[config.mk]
export PLATFORM = sky130hd
export DESIGN_NAME = mem_arbiter_flat
export DESIGN_NICKNAME = d
export VERILOG_FILES = /design/src/rtl/mem_arbiter_if.sv /design/src/rtl/mem_arbiter.sv /design/src/flat_wrapper.sv
export SDC_FILE = /design/constraint.sdc
export NUM_CORES = 1
export LEC_CHECK = 0
export BUFFER_PORTS_ARGS = -buffer_cell sky130_fd_sc_hd__buf_4
export CORE_AREA = 4 4 95 119
export CTS_CLUSTER_DIAMETER = 100
export DETAILED_ROUTE_END_ITERATION = 10
export DIE_AREA = 0 0 99 123
export PLACE_DENSITY = 0.76
export SLEW_MARGIN = 30
export SYNTH_ARGS = -nofsm -noshare
export SYNTH_HDL_FRONTEND = slang
export SYNTH_SLANG_ARGS = --single-unit
[constraint.sdc]
create_clock -name clk -period 1.8 [get_ports clk]
set_clock_uncertainty 0.2 [all_clocks]
set_input_delay 0.18 -clock clk [delete_from_list [all_inputs] [get_ports clk]]
set_output_delay 0.18 -clock clk [all_outputs]
set_load 0.005 [all_outputs]
[src/rtl/mem_arbiter_if.sv]
`default_nettype none
// +--------------------------------------------------------------------+
// | mem_arbiter_if                                                     |
// | Fetch port, data port and shared-memory port bundled for           |
// | mem_arbiter.                                                       |
// | Revision: 1.0 - initial release                                    |
// +--------------------------------------------------------------------+
interface mem_arbiter_if;
   // fetch (instruction) port
   logic        i_imem_req;
   logic [31:0] i_imem_addr;
   logic        o_imem_ready;
   logic        o_imem_valid;
   logic [31:0] o_imem_rdata;

   // data port
   logic        i_dmem_req;
   logic        i_dmem_wen;
   logic [31:0] i_dmem_addr;
   logic [31:0] i_dmem_wdata;
   logic [3:0]  i_dmem_mask;
   logic        o_dmem_ready;
   logic        o_dmem_valid;
   logic [31:0] o_dmem_rdata;

   // shared memory port
   logic        o_mem_req;
   logic        o_mem_wen;
   logic [31:0] o_mem_addr;
   logic [31:0] o_mem_wdata;
   logic [3:0]  o_mem_mask;
   logic        i_mem_ready;
   logic        i_mem_valid;
   logic [31:0] i_mem_rdata;

   // Arbiter side: reads both requesters and the memory, drives every o_* signal.
   modport slave (
      input  i_imem_req, i_imem_addr,
      output o_imem_ready, o_imem_valid, o_imem_rdata,
      input  i_dmem_req, i_dmem_wen, i_dmem_addr, i_dmem_wdata, i_dmem_mask,
      output o_dmem_ready, o_dmem_valid, o_dmem_rdata,
      output o_mem_req, o_mem_wen, o_mem_addr, o_mem_wdata, o_mem_mask,
      input  i_mem_ready, i_mem_valid, i_mem_rdata
   );

   // Environment side: the two requesters plus the shared memory.
   modport master (
      output i_imem_req, i_imem_addr,
      input  o_imem_ready, o_imem_valid, o_imem_rdata,
      output i_dmem_req, i_dmem_wen, i_dmem_addr, i_dmem_wdata, i_dmem_mask,
      input  o_dmem_ready, o_dmem_valid, o_dmem_rdata,
      input  o_mem_req, o_mem_wen, o_mem_addr, o_mem_wdata, o_mem_mask,
      output i_mem_ready, i_mem_valid, i_mem_rdata
   );
endinterface
`default_nettype wire

[src/rtl/mem_arbiter.sv]
`default_nettype none
// +--------------------------------------------------------------------+
// | mem_arbiter                                                        |
// | Two-port (fetch / data) arbiter in front of a single-outstanding   |
// | shared memory. Data wins contention until it has taken FAIR_LIMIT  |
// | contested grants in a row, then fetch is served once.              |
// | Revision: 1.0 - initial release                                    |
// +--------------------------------------------------------------------+
module mem_arbiter #(
   parameter int FAIR_LIMIT = 4
) (
   input  logic         clk,
   input  logic         rst,
   mem_arbiter_if.slave bus
);

   // counter must be able to hold FAIR_LIMIT itself
   localparam int             CW         = (FAIR_LIMIT < 1) ? 1 : $clog2(FAIR_LIMIT + 1);
   localparam logic [CW-1:0]  LIMIT      = CW'(FAIR_LIMIT);
   localparam logic [3:0]     FETCH_MASK = 4'b1111;

   typedef enum logic [1:0] {
      IDLE  = 2'd0,
      ISSUE = 2'd1,
      WAIT  = 2'd2
   } state_t;

   state_t        state;
   logic          owner_dmem;      // 1: data port owns the access in flight
   logic [CW-1:0] fair_cnt;        // consecutive contested data grants

   // request fields captured on the grant cycle and presented to memory
   logic          mem_req_q;
   logic          mem_wen_q;
   logic [29:0]   mem_word_q;      // word address; byte offset is always zero
   logic [31:0]   mem_wdata_q;
   logic [3:0]    mem_mask_q;

   logic          grant_dmem;
   logic          grant_imem;
   logic          imem_starved;
   logic          resp;

   // Pick a winner while idle; data wins contention until fetch's turn is due.
   always_comb begin
      grant_dmem   = 1'b0;
      grant_imem   = 1'b0;
      imem_starved = (fair_cnt == LIMIT);
      if (!rst && state == IDLE) begin
         if (bus.i_dmem_req && !(bus.i_imem_req && imem_starved)) begin
            grant_dmem = 1'b1;
         end else if (bus.i_imem_req) begin
            grant_imem = 1'b1;
         end
      end
   end

   // Access sequencer: grant/latch in IDLE, hold the request in ISSUE, await data in WAIT.
   always_ff @(posedge clk) begin
      if (rst) begin
         state       <= IDLE;
         owner_dmem  <= 1'b0;
         fair_cnt    <= '0;
         mem_req_q   <= 1'b0;
         mem_wen_q   <= 1'b0;
         mem_word_q  <= '0;
         mem_wdata_q <= '0;
         mem_mask_q  <= '0;
      end else begin
         case (state)
            IDLE: begin
               if (grant_dmem) begin
                  owner_dmem  <= 1'b1;
                  mem_req_q   <= 1'b1;
                  mem_wen_q   <= bus.i_dmem_wen;
                  mem_word_q  <= bus.i_dmem_addr[31:2];
                  mem_wdata_q <= bus.i_dmem_wdata;
                  mem_mask_q  <= bus.i_dmem_mask;
                  // only contested grants count toward starving fetch
                  if (bus.i_imem_req && !imem_starved) begin
                     fair_cnt <= fair_cnt + CW'(1);
                  end
                  state <= ISSUE;
               end else if (grant_imem) begin
                  owner_dmem  <= 1'b0;
                  mem_req_q   <= 1'b1;
                  mem_wen_q   <= 1'b0;
                  mem_word_q  <= bus.i_imem_addr[31:2];
                  mem_wdata_q <= '0;
                  mem_mask_q  <= FETCH_MASK;
                  fair_cnt    <= '0;
                  state       <= ISSUE;
               end
            end
            ISSUE: begin
               // fields stay frozen until memory takes the request
               if (bus.i_mem_ready) begin
                  mem_req_q   <= 1'b0;
                  mem_wen_q   <= 1'b0;
                  mem_word_q  <= '0;
                  mem_wdata_q <= '0;
                  mem_mask_q  <= '0;
                  state       <= WAIT;
               end
            end
            WAIT: begin
               if (bus.i_mem_valid) begin
                  state <= IDLE;
               end
            end
            default: begin
               state <= IDLE;
            end
         endcase
      end
   end

   // Completion is only recognised while an access is outstanding.
   assign resp = !rst && (state == WAIT) && bus.i_mem_valid;

   // Ready must coincide with the grant cycle so requesters can release
   // their request immediately; it is therefore decoded, not registered.
   assign bus.o_imem_ready = grant_imem;
   assign bus.o_dmem_ready = grant_dmem;

   // Response is a same-cycle pass-through of the memory completion.
   assign bus.o_imem_valid = resp && !owner_dmem;
   assign bus.o_dmem_valid = resp &&  owner_dmem;
   assign bus.o_imem_rdata = bus.o_imem_valid ? bus.i_mem_rdata : 32'd0;
   assign bus.o_dmem_rdata = bus.o_dmem_valid ? bus.i_mem_rdata : 32'd0;

   // Memory request; reset forces the bus quiet before the first edge.
   assign bus.o_mem_req   = mem_req_q && !rst;
   assign bus.o_mem_wen   = mem_wen_q && !rst;
   assign bus.o_mem_addr  = rst ? 32'd0 : {mem_word_q, 2'b00};
   assign bus.o_mem_wdata = rst ? 32'd0 : mem_wdata_q;
   assign bus.o_mem_mask  = rst ? 4'd0  : mem_mask_q;

endmodule
`default_nettype wire

[src/flat_wrapper.sv]
// flat-port wrapper written by rule: the top's interface ports become plain ports
module mem_arbiter_flat 
#(
   parameter int FAIR_LIMIT = 4
)
  (clk, rst, bus_i_imem_req, bus_i_imem_addr, bus_o_imem_ready, bus_o_imem_valid, bus_o_imem_rdata, bus_i_dmem_req, bus_i_dmem_wen, bus_i_dmem_addr, bus_i_dmem_wdata, bus_i_dmem_mask, bus_o_dmem_ready, bus_o_dmem_valid, bus_o_dmem_rdata, bus_o_mem_req, bus_o_mem_wen, bus_o_mem_addr, bus_o_mem_wdata, bus_o_mem_mask, bus_i_mem_ready, bus_i_mem_valid, bus_i_mem_rdata);
  mem_arbiter_if bus_i ();
  input  logic clk;
  input  logic rst;
  input wire logic [$bits(bus_i.i_imem_req)-1:0] bus_i_imem_req;
  input wire logic [$bits(bus_i.i_imem_addr)-1:0] bus_i_imem_addr;
  output wire logic [$bits(bus_i.o_imem_ready)-1:0] bus_o_imem_ready;
  output wire logic [$bits(bus_i.o_imem_valid)-1:0] bus_o_imem_valid;
  output wire logic [$bits(bus_i.o_imem_rdata)-1:0] bus_o_imem_rdata;
  input wire logic [$bits(bus_i.i_dmem_req)-1:0] bus_i_dmem_req;
  input wire logic [$bits(bus_i.i_dmem_wen)-1:0] bus_i_dmem_wen;
  input wire logic [$bits(bus_i.i_dmem_addr)-1:0] bus_i_dmem_addr;
  input wire logic [$bits(bus_i.i_dmem_wdata)-1:0] bus_i_dmem_wdata;
  input wire logic [$bits(bus_i.i_dmem_mask)-1:0] bus_i_dmem_mask;
  output wire logic [$bits(bus_i.o_dmem_ready)-1:0] bus_o_dmem_ready;
  output wire logic [$bits(bus_i.o_dmem_valid)-1:0] bus_o_dmem_valid;
  output wire logic [$bits(bus_i.o_dmem_rdata)-1:0] bus_o_dmem_rdata;
  output wire logic [$bits(bus_i.o_mem_req)-1:0] bus_o_mem_req;
  output wire logic [$bits(bus_i.o_mem_wen)-1:0] bus_o_mem_wen;
  output wire logic [$bits(bus_i.o_mem_addr)-1:0] bus_o_mem_addr;
  output wire logic [$bits(bus_i.o_mem_wdata)-1:0] bus_o_mem_wdata;
  output wire logic [$bits(bus_i.o_mem_mask)-1:0] bus_o_mem_mask;
  input wire logic [$bits(bus_i.i_mem_ready)-1:0] bus_i_mem_ready;
  input wire logic [$bits(bus_i.i_mem_valid)-1:0] bus_i_mem_valid;
  input wire logic [$bits(bus_i.i_mem_rdata)-1:0] bus_i_mem_rdata;
  assign bus_i.i_imem_req = bus_i_imem_req;
  assign bus_i.i_imem_addr = bus_i_imem_addr;
  assign bus_o_imem_ready = bus_i.o_imem_ready;
  assign bus_o_imem_valid = bus_i.o_imem_valid;
  assign bus_o_imem_rdata = bus_i.o_imem_rdata;
  assign bus_i.i_dmem_req = bus_i_dmem_req;
  assign bus_i.i_dmem_wen = bus_i_dmem_wen;
  assign bus_i.i_dmem_addr = bus_i_dmem_addr;
  assign bus_i.i_dmem_wdata = bus_i_dmem_wdata;
  assign bus_i.i_dmem_mask = bus_i_dmem_mask;
  assign bus_o_dmem_ready = bus_i.o_dmem_ready;
  assign bus_o_dmem_valid = bus_i.o_dmem_valid;
  assign bus_o_dmem_rdata = bus_i.o_dmem_rdata;
  assign bus_o_mem_req = bus_i.o_mem_req;
  assign bus_o_mem_wen = bus_i.o_mem_wen;
  assign bus_o_mem_addr = bus_i.o_mem_addr;
  assign bus_o_mem_wdata = bus_i.o_mem_wdata;
  assign bus_o_mem_mask = bus_i.o_mem_mask;
  assign bus_i.i_mem_ready = bus_i_mem_ready;
  assign bus_i.i_mem_valid = bus_i_mem_valid;
  assign bus_i.i_mem_rdata = bus_i_mem_rdata;
  mem_arbiter #(.FAIR_LIMIT(FAIR_LIMIT)) u_core (.clk(clk), .rst(rst), .bus(bus_i));
endmodule
=== Word level (Yosys, flattened, before mapping) ===
Cells that the tools add are included.

* Register bits: 74
* Bits of input ports: 139
* Output and inout port bits: 138

* Add/subtract/negate cells: 1
* Equality and inequality tests: 7
* Reductions and logical operators: 21
* Muxes and demuxes: 38

{| class="wikitable"
|+ Operators with widths
! kind !! number
|-
| 2-to-1 mux 32 bit || 7
|-
| 2-to-1 mux 30 bit || 3
|-
| one-hot mux 32 bit (2 select lines) || 1
|-
| one-hot mux 30 bit (2 select lines) || 1
|-
| 2-to-1 mux 4 bit || 4
|-
| 2-to-1 mux 1 bit || 11
|-
| logical AND 1 bit || 10
|-
| 2-to-1 mux 3 bit || 3
|-
| AND reduction 3 bit || 3
|-
| 2-to-1 mux 2 bit || 4
|-
| one-hot mux 4 bit (2 select lines) || 1
|-
| one-hot mux 2 bit (3 select lines) || 1
|-
| zero test 1 bit || 4
|-
| inequality test 2 bit, second input constant || 2
|-
| one-hot mux 1 bit (2 select lines) || 2
|-
| nonzero test 2 bit || 2
|-
| adder 3 x 1 -> 3 bit, second input constant || 1
|-
| equality test 3 bit, second input constant || 1
|-
| inequality test 3 bit, second input constant || 1
|-
| equality test 2 x 1 -> 1 bit, second input constant || 1
|-
| equality test 2 bit, second input constant || 1
|-
| zero test 2 bit || 1
|-
| inequality test 2 x 1 -> 1 bit, second input constant || 1
|-
| AND reduction 2 bit || 1
|}

=== Depth between registers and ports, before layout ===
Gate-level depths: netlist of the first run.

* Word-level depth: 9
* Depth in mapped cells: 7
* Gate-level depth less buffers: 5

=== Least setup slack after synthesis of the first run ===
No wires, ideal clock.

* Path type: flip-flop to flip-flop
* Start: reg u_core.fair_cnt[0]
* End: reg u_core.mem_word_q[10]
* Setup slack: -0.066 ns
* Cell stages (with the launch flop): 8
* Arrival: 1.545 ns
* Period minus slack after synthesis: 1.866 ns
* Setup time: 0.122 ns
* Buffers on the path: 2
* Path through: dfxtp_1 > inv_1 > ha_1 > and3_1 > clkbuf_1 > nor2_8 > buf_6 > a221o_1

* Word-level cells in the longest chain between the ends: 8

{| class="wikitable"
|+ RTL lines
! item !! RTL line !! text
|-
| start: declaration || mem_arbiter.sv:30 || <nowiki>logic [CW-1:0] fair_cnt;</nowiki>
|-
| start signal: assignment || mem_arbiter.sv:81 || <nowiki>fair_cnt <= fair_cnt + CW'(1);</nowiki>
|-
| equality test 3 bit * || mem_arbiter.sv:48 || <nowiki>imem_starved = (fair_cnt == LIMIT);</nowiki>
|-
| logical AND 1 bit * || mem_arbiter.sv:50 || <nowiki>if (bus.i_dmem_req && !(bus.i_imem_req && imem_starved)) begin</nowiki>
|-
| zero test 1 bit * || mem_arbiter.sv:50 ||
|-
| logical AND 1 bit * || mem_arbiter.sv:50 ||
|-
| 2-to-1 mux 1 bit || mem_arbiter.sv:50 ||
|-
| 2-to-1 mux 1 bit || mem_arbiter.sv:49 || <nowiki>if (!rst && state == IDLE) begin</nowiki>
|-
| inequality test 3 bit (no line) / 2-to-1 mux 30 bit (equally long branches) || - ||
|-
| AND reduction 3 bit (no line) / one-hot mux 30 bit (2 select lines) (equally long branches) || - ||
|-
| end signal: assignment || mem_arbiter.sv:76 || <nowiki>mem_word_q <= bus.i_dmem_addr[31:2];</nowiki>
|-
| end signal: assignment || mem_arbiter.sv:88 || <nowiki>mem_word_q <= bus.i_imem_addr[31:2];</nowiki>
|-
| end: declaration || mem_arbiter.sv:35 || <nowiki>logic [29:0] mem_word_q;</nowiki>
|}

Mark *: on every way between the ends. The rest lies on a longest branch, timed or not.
A chain may end at the register's enable or synchronous reset.

=== Final worst setup path of the first run ===
* Start: reg u_core.state[0]
* End: out bus_o_imem_ready

* Word-level cells in the longest chain between the ends: 3

{| class="wikitable"
|+ RTL lines
! item !! RTL line !! text
|-
| start: declaration || mem_arbiter.sv:28 || <nowiki>state_t state;</nowiki>
|-
| start signal: assignment || mem_arbiter.sv:61 || <nowiki>state <= IDLE;</nowiki>
|-
| start signal: assignment || mem_arbiter.sv:83 || <nowiki>state <= ISSUE;</nowiki>
|-
| start signal: assignment || mem_arbiter.sv:92 || <nowiki>state <= ISSUE;</nowiki>
|-
| zero test 2 bit || mem_arbiter.sv:49 ||
|-
| logical AND 1 bit || mem_arbiter.sv:49 ||
|-
| 2-to-1 mux 1 bit || mem_arbiter.sv:49 ||
|-
| end: declaration || flat_wrapper.sv:12 || <nowiki>output wire logic [$bits(bus_i.o_imem_ready)-1:0] bus_o_imem_ready;</nowiki>
|}

Every way passes these cells.

==> metrics.yaml, run 1 <==
synth.avg_cell_area_um2: 9.407
p_comb_frac: 0.269
worstSetupEndpointType: "output pin"
finalWorstSetupSlack_ps: -184.1
path_max_fanout: 3
post_route_cells_drive_above_1_share: 0.4745
syn_to_final_growth_pct: 116.8
worst_hold_slack_ps: -16.80
totalWireLength_mm: 18.57
clock_sinks: 74
initial_utilization: 0.3574
clockBufferDepth: 2
cp.arrival_ps: 1600
critPathRequiredTime_ps: 1420
grt_pass1_vias: 5029
place_hpwl_mm: 10.66
viasPerCell: 5.207
dp_cells: 769
syn_inst: 384
cts_tree: "built"
die_h_um: 123
ir_drop_mv: 0.5273
cap_violations: 0
clockRootBuffer: "clkbuf_16"
io_buffers: 270
syn_area_um2: 3612
yosysSeqAreaShare: 0.4101
hold_path.class: "in2reg"
numCtsBuffers: 9
yosys-top-cells-area: "dfxtp_1, nor2b_1, and2_1"
yosysTopAreaCellShare: 0.4101
synth-warning-count: 0
die_w_um: 99
clk_pin_slew_ps: 60
ios: 277
num_vias: 4754
grt_pass1_wl_mm: 26.22
crit_path_start_kind: "flip-flop"
multi_input_area_um2: 2096
drtPass1Iterations: 4
failed_checks: "negative hold slack, negative setup slack"
antenna_found_initial: 0
rsz0062_at_grt: "yes"
die_area_um2: 12180
slew_viol_final: 0
htreeDepth: 3
ys_types: 35
drc: 0
antenna_cells: 0
critPathKind: "reg2out"
grt_usage: 0.2737
p_clk_frac: 0.377
wl_per_cell_um: 20.34
seqPwrFrac: 0.354
clock_latency_ps: 330
fin_tns_setup_ps: -15560
fillers: 608
p_switching_uw: 1295
nNetsFinal: 920
synth_top_area_cell: "dfxtp_1"
yosys_register_bits: 74
place_area_um2: 5826
core_area_um2: 10110
p_per_area_nw_per_um2: 657.8
grt_max_degree: 45
fin_cells: 913
hold_viol_final: 1
overflow: 0
drt_first_iter_violations: 225
max_freq_mhz: 504.0
status: "complete, but fails checks"
ant_nets: 0
internal_power_uw: 3855
seq_area_um2: 1486
std_cell_rows: 41
fin_area_um2: 7830
post-route-period-util: 1.102
finalSetupViolations: 132
min_period_ps: 1984
swShare: 0.2514
p_leak_uw: 0.003818
gp_congestion: 0.9560
## logic make-up after synthesis
family | after synthesis | share of synthesized area
other | 1 | 0.001038
and+or+nand+nor | 188 | 0.3270
DFF | 74 | 0.4101
buffers and inverters | 41 | 0.06096
AOI/OAI and AO/OA | 78 | 0.1940
adders and majority gates | 2 | 0.006926
## cells in the final DEF, fill, tap and decap left out, types with 4 or more instances in the layout
cell type / synthesis / routed
a21oi_1: 4 / 4
clkbuf_16: 0 / 14
and3_1: 31 / 30
dfxtp_1: 74 / 72
a22o_1: 33 / 33
buf_4: 2 / 272
and2_1: 64 / 48
nor2b_1: 68 / 68
buf_12: 0 / 6
dlygate4sd3_1: 0 / 101
buf_6: 7 / 32
a221o_1: 30 / 30
and2_4: 0 / 16
nor3_1: 5 / 4
## area by class of cell
cell class / count / area share
Clock inverter: 6 / 0.01151
Inverter: 3 / 0.001438
Timing Repair Buffer: 420 / 0.4797
Clock buffer: 10 / 0.02924
Sequential cell: 74 / 0.1898
Multi-Input combinational cell: 271 / 0.2677
Tap cell: 129 / 0.02061
## cells in the mapped netlist
master,n
o2bb2ai_1,5
nand4bb_1,1
o21a_1,1
or4b_1,1
a21oi_1,4
or4b_2,1
dfxtp_1,74
buf_6,7
inv_1,3
nor3b_1,1
clkbuf_1,24
a21bo_2,1
a221o_1,30
a2111oi_0,1
and3_1,31
nand4b_1,1
conb_1,1
buf_2,5
nand3_1,2
o21ai_0,1
nor4b_1,1
buf_4,2
nand3b_1,1
nand2_1,3
and2_1,64
a22o_1,33
ha_1,2
o32ai_1,1
nor2b_1,68
nor2_1,5
nor2_8,1
or2_2,1
a21boi_0,1
or3_1,1
nor3_1,5
## registers in the layout, indices dropped and copies added, names as in the netlist
register and count:
u_core.mem_wdata_q 32, u_core.mem_word_q 30, u_core.mem_mask_q 4, u_core.fair_cnt 3, u_core.state 2, u_core.mem_req_q 1, u_core.mem_wen_q 1, u_core.owner_dmem 1
## critical path, cell delays in order (launching register included)
cell and delay [ps]:
dfxtp_2 330, buf_4 140, or4b_4 550, nor2_4 140, buf_6 110
## routing by layer
metal,vias to the layer above,share of wire,GRT usage
li1,2150,-,-
met1,2266,0.33,0.2569
met2,271,0.55,0.5328
met3,67,0.079,0.06716
met4,0,0.048,0.1554
met5,-,0,0
## final timing paths
path / slack [ps] / endpoint / cells after the start / from
hold / removal: -20 / u_core.fair_cnt[2] / 3 / bus_i_dmem_req
hold reg to reg: 310 / u_core.fair_cnt[1] / 2 / u_core.fair_cnt[1]
setup / recovery: -180 / bus_o_imem_ready / 4 / u_core.state[0]
setup reg to reg: -160 / u_core.mem_word_q[6] / 5 / u_core.state[0]
## through the flow
stage,utilization,setup slack [ps],total power [uW]
after floorplan,-,0.2032,2245
after global placement,0.5765,-15.82,2715
after detailed placement,0.5765,-47.80,2736
after CTS,0.7442,-183.1,4984
after global routing,0.7748,-223.9,5331
final,0.7748,-184.1,5150
## repair_timing
item                                    4_1_cts  5_1_grt
endpoints found under the hold margin        73        3
gates resized for setup                      58       30
cloned                                        7       10
endpoints found under the setup margin      127      137
setup buffers                                 7        4
hold buffers                                100        1
pin swaps                                    28       44
## power by group through the flow
stage / clock [uW] / sequential, uW / combinational, uW
after CTS: 1950 / 1820 / 1210
after global routing: 2040 / 1830 / 1460
final: 1940 / 1820 / 1390
after global placement: 0 / 1850 / 870
after detailed placement: 0 / 1850 / 888
after floorplan: 0 / 1840 / 409
No activity file was read; power rests on OpenSTA's default activity.
==> inputs of run 2 (changes only) <==
- MAX_ROUTING_LAYER: unset -> met4
- PLACE_DENSITY: 0.76 -> unset
- PLACE_DENSITY_LB_ADDON: unset -> 0.25
- RECOVER_POWER: unset -> 25
==> run 2 against run 1 <==
The flow still finishes with violations (negative hold slack, negative setup slack). Design area down 2.3%. Non-clock buffer count decreased by 6. Power is 7.7% lower. Die area unchanged. Global-route usage shrank 2.4 points. Fmax grew 0.85%. First-iteration DRC count shrank 49%. Setup slack better by 17 ps.
==> metrics.yaml, run 2 (same netlist as run 1, synthesis figures left out) <==
status: "complete, but fails checks"  # unchanged
failed_checks: "negative hold slack, negative setup slack"  # unchanged
largest_register_ffs: 32  # unchanged
p_comb_frac: 0.261  # was 0.269
clockBufferDepth: 2  # unchanged
grt_max_degree: 46  # was 45
layout_commonest_cell: "buf_4"  # unchanged
htreeDepth: 3  # unchanged
hold_path.class: "in2reg"  # unchanged
drc: 0  # unchanged
gp_congestion: 0.7974  # was 0.9560
p_switching_uw: 1222  # was 1295 uW
max_freq_mhz: 508.3  # was 504.0 MHz
antenna_found_initial: 1  # was 0
core_area_um2: 10110  # unchanged
swShare: 0.2570  # was 0.2514
grt_pass1_vias: 4637  # was 5,029
reg2regPathDepth: 4  # was 5
top_regs: "u_core.mem_wdata_q (32), u_core.mem_word_q (30), u_core.mem_mask_q (4)"  # unchanged
finalSetupViolations: 103  # was 132
seqPwrFrac: 0.382  # was 0.354
startpoint: "u_core.state[0]"  # unchanged
r2r-start: "u_core.state[1]"  # was u_core.state[0]
std_cell_rows: 41  # unchanged
fin_tns_setup_ps: -8036  # was -15,560 ps
cap_violations: 0  # unchanged
grt_usage: 0.2496  # was 0.2737
grt_pass1_wl_mm: 23.32  # was 26.22 mm
clockRootBuffer: "clkbuf_16"  # unchanged
critPathKind: "reg2out"  # unchanged
p_leak_uw: 0.003718  # was 0.003818 uW
totalWireLength_mm: 16.48  # was 18.57 mm
ios: 277  # unchanged
fin_util: 0.7567  # was 0.7748
hold_viol_final: 1  # unchanged
drt_first_iter_violations: 115  # was 225
min_period_ps: 1967  # was 1984 ps
die_w_um: 99  # unchanged
overflow: 0  # unchanged
nNetsFinal: 913  # was 920
ant_nets: 0  # unchanged
place_ws_ps: -38.10  # was -47.80 ps
syn_to_final_growth_pct: 111.7  # was 116.8%
place_hpwl_mm: 9.820  # was 10.66 mm
ir_drop_mv: 0.4812  # was 0.5273 mV
post-route-period-util: 1.093  # was 1.102
initial_utilization: 0.3574  # unchanged
clock_latency_ps: 340  # was 330 ps
r2r_end: "u_core.mem_word_q[1]"  # was u_core.mem_word_q[6]
die_h_um: 123  # unchanged
cts_tree: "built"  # unchanged
crit_path_end: "bus_o_dmem_ready"  # was bus_o_imem_ready
clock_sinks: 74  # unchanged
p_clk_frac: 0.357  # was 0.377
clk_pin_slew_ps: 50  # was 60 ps
p_per_area_nw_per_um2: 621.5  # was 657.8 nW/um2
path_max_fanout: 5  # was 3
drtPass1Iterations: 4  # unchanged
wl_per_cell_um: 18.17  # was 20.34 um
io_buffers: 270  # unchanged
worstSetupEndpointType: "output pin"  # unchanged
critPathRequiredTime_ps: 1420  # about the same
layout_common_cells: "buf_4, dlygate4sd3_1, dfxtp_1"  # unchanged
rrSetupSlack_ps: -90  # was -160 ps
largest_register: "u_core.mem_wdata_q"  # unchanged
internal_power_uw: 3531  # was 3855 uW
die_area_um2: 12180  # unchanged
crit_path_start_kind: "flip-flop"  # unchanged
slew_viol_final: 0  # unchanged
numCtsBuffers: 9  # unchanged
power_uw: 4753  # was 5150 uW
worst_hold_slack_ps: -9.543  # was -16.80 ps
rsz0062_at_grt: "yes"  # unchanged
finalWorstSetupSlack_ps: -167.3  # was -184.1 ps
post_route_cells_drive_above_1_share: 0.4620  # was 0.4745
viasPerCell: 4.946  # was 5.207
num_vias: 4486  # was 4,754
cp.arrival_ps: 1590  # was 1600 ps
[run 2: repair_timing]
action / 4_1_cts / 5_1_grt
resized for setup: 39 / 32
gates cloned: 3 / 8
pin swaps: 13 / 47
hold buffers: 102 / 1
setup buffers: 5 / 5
endpoints found under the setup margin: 103 / 123
endpoints found under the hold margin: 73 / 1
[run 2: power groups by stage]
stage | logic [uW] | registers (uW) | clock network, uW
final | 1240 | 1820 | 1700
after global routing | 1320 | 1830 | 1810
after CTS | 1110 | 1810 | 1720
after detailed placement | 878 | 1850 | 0
after global placement | 863 | 1840 | 0
after floorplan | 409 | 1840 | 0
[run 2: stage by stage]
step,cells,cell area [um2]
6_report,907,7647
5_1_grt,907,7647
4_1_cts,895,7368
3_5_place_dp,769,5851
3_3_place_gp,769,5851
2_1_floorplan,385,3627
[run 2: layout make-up]
type | instances | area, um2
Inverter | 3 | 11.26
Multi-Input combinational cell | 270 | 2051
Antenna cell | 1 | 2.502
Sequential cell | 74 | 1490
Timing Repair Buffer | 414 | 3651
Tap cell | 129 | 161.4
Fill cell | 677 | 2459
Clock inverter | 5 | 37.54
Clock buffer | 11 | 242.7
[run 2: how the worst min path moves through the flow]
stage	from	end	cells after the start
after floorplan	bus_i_mem_ready	u_core.state[0]	1
after global placement	bus_i_mem_ready	u_core.state[0]	2
after detailed placement	bus_i_dmem_wdata[28]	u_core.mem_wdata_q[28]	2
after CTS	bus_i_dmem_req	u_core.mem_req_q	4
after global routing	rst	u_core.state[0]	3
final	rst	u_core.state[0]	3
[run 2: worst max-delay path: stages (launching register included)]
cell     delay [ps]
dfxtp_4         360
or4b_4          560
nor2_8          140
buf_12          110
buf_6            80
[run 2: per-layer routing]
metal / GRT usage / part of all wire / vias to the layer above
met2: 0.4672 / 0.55 / 231
li1: - / - / 2136
met3: 0.04853 / 0.066 / 44
met4: 0.1187 / 0.039 / 0
met1: 0.2466 / 0.35 / 2075
met5: - / 0 / -
